<file path="src/rtl/fic_apb_pkg.sv">
// Shared definitions for the fabric-to-MSS APB arbiter: FSM encoding,
// default widths and timeout counter sizing.
package fic_apb_pkg;

  typedef enum logic [1:0] {
    IDLE   = 2'd0,
    SETUP  = 2'd1,
    ACCESS = 2'd2
  } apb_state_e;

  localparam int DEF_NUM_REQ        = 4;
  localparam int DEF_ADDR_W         = 32;
  localparam int DEF_DATA_W         = 32;
  localparam int DEF_TIMEOUT_CYCLES = 255;
  localparam int TO_CNT_W_MIN       = 8;

  // Wait counter is at least 8 bits and grows if the timeout needs more.
  function automatic int to_cnt_w(input int cycles);
    return ($clog2(cycles + 1) > TO_CNT_W_MIN) ? $clog2(cycles + 1) : TO_CNT_W_MIN;
  endfunction

endpackage

</file>
<file path="src/rtl/rr_select.sv">
// Combinational round-robin picker: first eligible requester after last_gnt_i,
// wrapping around.
module rr_select #(
  parameter int NUM_REQ = 4,
  parameter int IDX_W   = $clog2(NUM_REQ)
) (
  input  logic [NUM_REQ-1:0] eligible_i,
  input  logic [IDX_W-1:0]   last_gnt_i,
  output logic [IDX_W-1:0]   grant_o,
  output logic               any_valid_o
);

  logic found;

  always_comb begin
    grant_o = '0;
    found   = 1'b0;
    for (int k = 1; k <= NUM_REQ; k++) begin
      if (!found && eligible_i[(int'(last_gnt_i) + k) % NUM_REQ]) begin
        found   = 1'b1;
        grant_o = IDX_W'((int'(last_gnt_i) + k) % NUM_REQ);
      end
    end
  end

  assign any_valid_o = |eligible_i;

endmodule

</file>
<file path="src/rtl/fic_apb_arbiter.sv">
// Round-robin sharing of the FIC_0 APB3 master port between NUM_REQ requesters.
// Optional ACCESS-phase timeout is enabled by defining APB_TIMEOUT_EN.
module fic_apb_arbiter
  import fic_apb_pkg::*;
#(
  parameter int NUM_REQ        = DEF_NUM_REQ,
  parameter int ADDR_W         = DEF_ADDR_W,
  parameter int DATA_W         = DEF_DATA_W,
  parameter int TIMEOUT_CYCLES = DEF_TIMEOUT_CYCLES
) (
  input  logic                       PCLK,
  input  logic                       PRESETN,
  input  logic [NUM_REQ-1:0]         REQ_VALID,
  input  logic [NUM_REQ-1:0]         REQ_WRITE,
  input  logic [NUM_REQ*ADDR_W-1:0]  REQ_ADDR,
  input  logic [NUM_REQ*DATA_W-1:0]  REQ_WDATA,
  output logic [NUM_REQ-1:0]         REQ_DONE,
  output logic [DATA_W-1:0]          RSP_RDATA,
  output logic                       RSP_ERR,
  output logic                       BUSY,
  output logic                       PSEL,
  output logic                       PENABLE,
  output logic                       PWRITE,
  output logic [ADDR_W-1:0]          PADDR,
  output logic [DATA_W-1:0]          PWDATA,
  input  logic [DATA_W-1:0]          PRDATA,
  input  logic                       PREADY,
  input  logic                       PSLVERR
);

  localparam int IDX_W = $clog2(NUM_REQ);
  localparam int TO_W  = to_cnt_w(TIMEOUT_CYCLES);

  apb_state_e         state_q, state_d;
  logic [IDX_W-1:0]   last_gnt_q, last_gnt_d, sel_idx;
  logic               sel_any;
  logic [NUM_REQ-1:0] eligible, done_q, done_d;
  logic               pwrite_q, pwrite_d, psel_q, psel_d, penable_q, penable_d;
  logic               err_q, err_d;
  logic [ADDR_W-1:0]  paddr_q, paddr_d;
  logic [DATA_W-1:0]  pwdata_q, pwdata_d, rdata_q, rdata_d;

`ifdef APB_TIMEOUT_EN
  logic [TO_W-1:0]    to_cnt_q, to_cnt_d;
`else
  logic [TO_W-1:0]    unused_to_cnt;
  assign unused_to_cnt = TO_W'(TIMEOUT_CYCLES);
`endif

  // The requester being acknowledged this cycle must not win again immediately.
  assign eligible = REQ_VALID & ~done_q;

  rr_select #(
    .NUM_REQ (NUM_REQ),
    .IDX_W   (IDX_W)
  ) u_rr_select (
    .eligible_i  (eligible),
    .last_gnt_i  (last_gnt_q),
    .grant_o     (sel_idx),
    .any_valid_o (sel_any)
  );

  always_comb begin
    state_d    = state_q;
    last_gnt_d = last_gnt_q;
    pwrite_d   = pwrite_q;
    paddr_d    = paddr_q;
    pwdata_d   = pwdata_q;
    psel_d     = psel_q;
    penable_d  = penable_q;
    done_d     = '0;
    rdata_d    = rdata_q;
    err_d      = err_q;
`ifdef APB_TIMEOUT_EN
    to_cnt_d   = to_cnt_q;
`endif
    case (state_q)
      IDLE: begin
        if (sel_any) begin
          last_gnt_d = sel_idx;
          pwrite_d   = REQ_WRITE[sel_idx];
          paddr_d    = REQ_ADDR[int'(sel_idx)*ADDR_W +: ADDR_W];
          pwdata_d   = REQ_WDATA[int'(sel_idx)*DATA_W +: DATA_W];
          psel_d     = 1'b1;
          state_d    = SETUP;
        end
      end
      SETUP: begin
        penable_d = 1'b1;
        state_d   = ACCESS;
`ifdef APB_TIMEOUT_EN
        to_cnt_d  = '0;
`endif
      end
      ACCESS: begin
        if (PREADY) begin
          psel_d             = 1'b0;
          penable_d          = 1'b0;
          done_d[last_gnt_q] = 1'b1;
          rdata_d            = pwrite_q ? '0 : PRDATA;
          err_d              = PSLVERR;
          state_d            = IDLE;
        end
`ifdef APB_TIMEOUT_EN
        else if (to_cnt_q == TO_W'(TIMEOUT_CYCLES - 1)) begin
          psel_d             = 1'b0;
          penable_d          = 1'b0;
          done_d[last_gnt_q] = 1'b1;
          rdata_d            = '0;
          err_d              = 1'b1;
          state_d            = IDLE;
        end else begin
          to_cnt_d = to_cnt_q + TO_W'(1);
        end
`endif
      end
      default: begin
        psel_d    = 1'b0;
        penable_d = 1'b0;
        state_d   = IDLE;
      end
    endcase
  end

  always_ff @(posedge PCLK or negedge PRESETN) begin
    if (!PRESETN) begin
      state_q    <= IDLE;
      last_gnt_q <= IDX_W'(NUM_REQ - 1);
      pwrite_q   <= 1'b0;
      paddr_q    <= '0;
      pwdata_q   <= '0;
      psel_q     <= 1'b0;
      penable_q  <= 1'b0;
      done_q     <= '0;
      rdata_q    <= '0;
      err_q      <= 1'b0;
    end else begin
      state_q    <= state_d;
      last_gnt_q <= last_gnt_d;
      pwrite_q   <= pwrite_d;
      paddr_q    <= paddr_d;
      pwdata_q   <= pwdata_d;
      psel_q     <= psel_d;
      penable_q  <= penable_d;
      done_q     <= done_d;
      rdata_q    <= rdata_d;
      err_q      <= err_d;
    end
  end

`ifdef APB_TIMEOUT_EN
  always_ff @(posedge PCLK or negedge PRESETN) begin
    if (!PRESETN) to_cnt_q <= '0;
    else          to_cnt_q <= to_cnt_d;
  end
`endif

  assign REQ_DONE  = done_q;
  assign RSP_RDATA = rdata_q;
  assign RSP_ERR   = err_q;
  assign BUSY      = (state_q != IDLE);
  assign PSEL      = psel_q;
  assign PENABLE   = penable_q;
  assign PWRITE    = pwrite_q;
  assign PADDR     = paddr_q;
  assign PWDATA    = pwdata_q;

endmodule

</file>
<file path="config.mk">
export PLATFORM = sky130hd
export DESIGN_NAME = fic_apb_arbiter
export DESIGN_NICKNAME = d
export VERILOG_FILES = /design/src/rtl/fic_apb_pkg.sv /design/src/rtl/rr_select.sv /design/src/rtl/fic_apb_arbiter.sv
export SDC_FILE = /design/constraint.sdc
export NUM_CORES = 1
export LEC_CHECK = 0
export ABC_CLOCK_PERIOD_IN_PS = 2700
export BUFFER_PORTS_ARGS = -buffer_cell sky130_fd_sc_hd__buf_2
export CAP_MARGIN = 40
export CORE_AREA = 2 2 157 159
export DETAILED_ROUTE_END_ITERATION = 12
export DIE_AREA = 0 0 159 161
export PLACE_DENSITY_LB_ADDON = 0.3
export SYNTH_ARGS = -nofsm -noshare
export SYNTH_HDL_FRONTEND = slang
export SYNTH_SLANG_ARGS = --single-unit
</file>
<file path="constraint.sdc">
create_clock -name PCLK -period 2.7 [get_ports PCLK]
set_input_delay 0.135 -clock PCLK [delete_from_list [all_inputs] [get_ports PCLK]]
set_output_delay 0.135 -clock PCLK [all_outputs]
set_load 0.05 [all_outputs]
</file>
==> out/qor.txt <==
Clock Tree Buf Depth: 2
CTS root buf: clkbuf_16
post-detail-place hpwl: 15,900 um
crit path max-delay cell type: or4_4
Pre-Repair DR Iteration Count: 4
clk_lat worst skew: 350 ps
TritonCTS clock tree: done
status: finished, final reports clean
Worst-Margin Slew: 613.7 ps
final std cells w/o fill: 1,369
post-synthesis sequential area ratio: 40.52%
CTS H-tree depth: 3
RSZ-0062 raised after global routing: true
DR WL/cell: 14.57 um
Setup TNS Final: 0 ps
synthesized cell area: 6675 um2
asr flop ratio synth: 100.0%
Seq cells post-synth: 108
Placed Cells incl. Taps: 1,350
CTS clk-pin slew, worst paths: 90 ps
post-CTS setup buffers: 0
Syn Nets: 941
die width: 159 um
pin count of the biggest net entering global routing: 75
Worst setup EP type: flip-flop
Worst Path Max Fanout: 28
Antenna diodes: 0
Post-synth EDFFs: 0
area occupied by multi-input gates: 3666 um2
Tcrit/Tclk final: 95.53%
Power Density: 1450 nW/um2
skew final: 9.526 ps
DR iter-0 viols: 172
most frequent cells in the layout: buf_2, mux2i_1, dfrtp_1
input/output buffers: 404
Worst EP arrival: 2860 ps
number of routed nets with antenna violations: 0
Worst VDD drop: 0.5429 mV
worst hold path class: in2reg
kind of critical path: reg2reg
Buffers & Inverters on Critical Path: 2
vias per inst: 4.335
Final Hold Viols: 0
Inserted Clock Buffers: 9
Slew Viols, Final: 0
I/O pins: 405
CTS Sinks: 108
share of cells above drive strength 1: 51.10%
initial core utilization: 27.86%
CP cell instances: inv_1, ha_4, nor3_1, o311a_1, or4_4, buf_12, mux2_4, o21ai_1
area delta synth->final: 43.28%
die area: 25,600 um2
Max-Cap Viols: 0
first-pass GRT wire length: 31,260 um
crit-path leading delay family: simple AND/OR/NAND/NOR gates
YS warnings: 0
CP startpoint kind: flip-flop
initial antenna violation count: 0
critical path depth: 8
Post-Syn Instances: 637
worst r2r path cells: 8
Leak: 5.145 nW
hold path cells: 3
Post-Route Utilization: 39.91%
slew margin rel.: 58.99%
filler instances: 2,469
DRC errors left: 0
grt ovf: 0
Final Setup Violations: 0
CP max stage delay: 580 ps
commonest non-fill, non-tap cell in the layout: buf_2
wirelength, routed: 19,940 um
GRT Util Overall: 15.18%
ys flop type: dfrtp_1
distinct cell type count after synthesis: 37
Die Ht: 161 um
# nets final: 1,344
Core Area: 23,960 um2
Final GP Congestion: 0.7687
Critical Path RT: 2980 ps
post-layout minimum cycle time: 2579 ps
syn avg cell area: 10.48 um2
Max Clk Rate: 387.7 MHz
Row Count: 57
FF/Latch Area: 2705 um2
vias in the first global route: 6,100
Vias: 5,934
==> power by group <==
part	switching (mW)	internal [mW]	total, mW
Clock	0.701	0.672	1.37
Sequential	0.387	2.39	2.77
Combinational	5.81	3.91	9.72
==> cell type report <==
type                       count  share of cell area [%]
clock inverter                 7                  0.9550
multi-input combinational    475                   38.33
timing repair buffer         439                   25.56
tap                          324                   4.239
sequential                   108                   28.28
inverter                       7                  0.2747
clock buffer                   9                   2.355
==> Yosys cell counts (4+ instances only) <==
cell,number,area share [%]
buf_4,11,1.2
clkbuf_1,19,1.1
mux2_4,39,8.8
mux2_2,28,4.7
mux2i_1,130,19
o21ai_2,5,0.66
o21ai_0,38,2.8
nand2_1,100,5.6
inv_1,7,0.39
nor2_1,10,0.56
ha_1,4,0.75
dfrtp_1,106,40
o21ai_1,60,4.5
buf_12,4,1.2
nand2b_1,35,3.3
buf_2,12,0.90
==> flip-flops by register name, indices dropped and copies added, names as in the netlist <==
name / cells
PSEL: 1
last_gnt_q: 2
PADDR: 32
RSP_RDATA: 32
PENABLE: 1
state_q: 2
PWDATA: 32
REQ_DONE: 4
RSP_ERR: 1
PWRITE: 1
==> routing by layer <==
metal	routed length (um)	track usage [%]	vias up	part of all wire (%)
met3	1060	2.773	27	5.3
met1	8220	18.33	2660	41
li1	-	-	3029	-
met4	444	4.628	0	2.2
met5	0	0	-	0
met2	10220	27.49	218	51
==> path summary, 6_finish.rpt <==
check / slack (ps) / from / to
max in group asynchronous: 1950 / PRESETN / last_gnt_q[0]
worst min-delay path: 20 / PRDATA[5] / RSP_RDATA[5]
min in group asynchronous: 180 / PRESETN / RSP_RDATA[2]
worst max register to register: 120 / last_gnt_q[0] / PADDR[10]
worst max-delay path: 120 / last_gnt_q[0] / PADDR[10]
worst min register to register: 480 / PADDR[28] / PADDR[28]
==> through the flow <==
step	hold slack, ps	instance area, um2	power, mW	setup WS [ps]
6_report	24.11	9564	13.87	120.6
5_1_grt	11.95	9564	14.84	-66.29
4_1_cts	1.063	9525	13.97	44.19
3_5_place_dp	-1.376	9189	12.54	72.62
3_3_place_gp	292.1	9134	12.38	128.4
2_1_floorplan	-160.6	6690	10.38	27.64
==> kinds of logic (layout without fill, tap and decap cells) <==
logic type / count (synthesis) / after routing / synth area share (%)
adder cells (fa/ha/maj): 4 / 4 / 0.7498
multiplexers: 197 / 197 / 32.99
buffers and inverters: 54 / 462 / 4.967
flip-flops: 108 / 108 / 40.52
AO/OA/AOI/OAI: 117 / 117 / 9.953
AND/OR/NAND/NOR: 157 / 157 / 10.82
==> worst reg2reg max path: cells and delay by family, from the launching register on <==
family                     cells  cell delay, ps
buffers and inverters          2             280
adders and majority gates      1             300
and+or+nand+nor                2             630
AOI/OAI and AO/OA              2             400
DFF                            1             540
muxes                          1             370
==> repair_timing <==
| action | 4_1_cts | 5_1_grt |
|---|---|---|
| hold endpoints to repair | 107 | 0 |
| gates resized for setup | 0 | 4 |
| hold buffers | 2 | 0 |
| endpoints found under the setup margin | 0 | 58 |
Note: power is estimated with default switching activity, not from simulation.
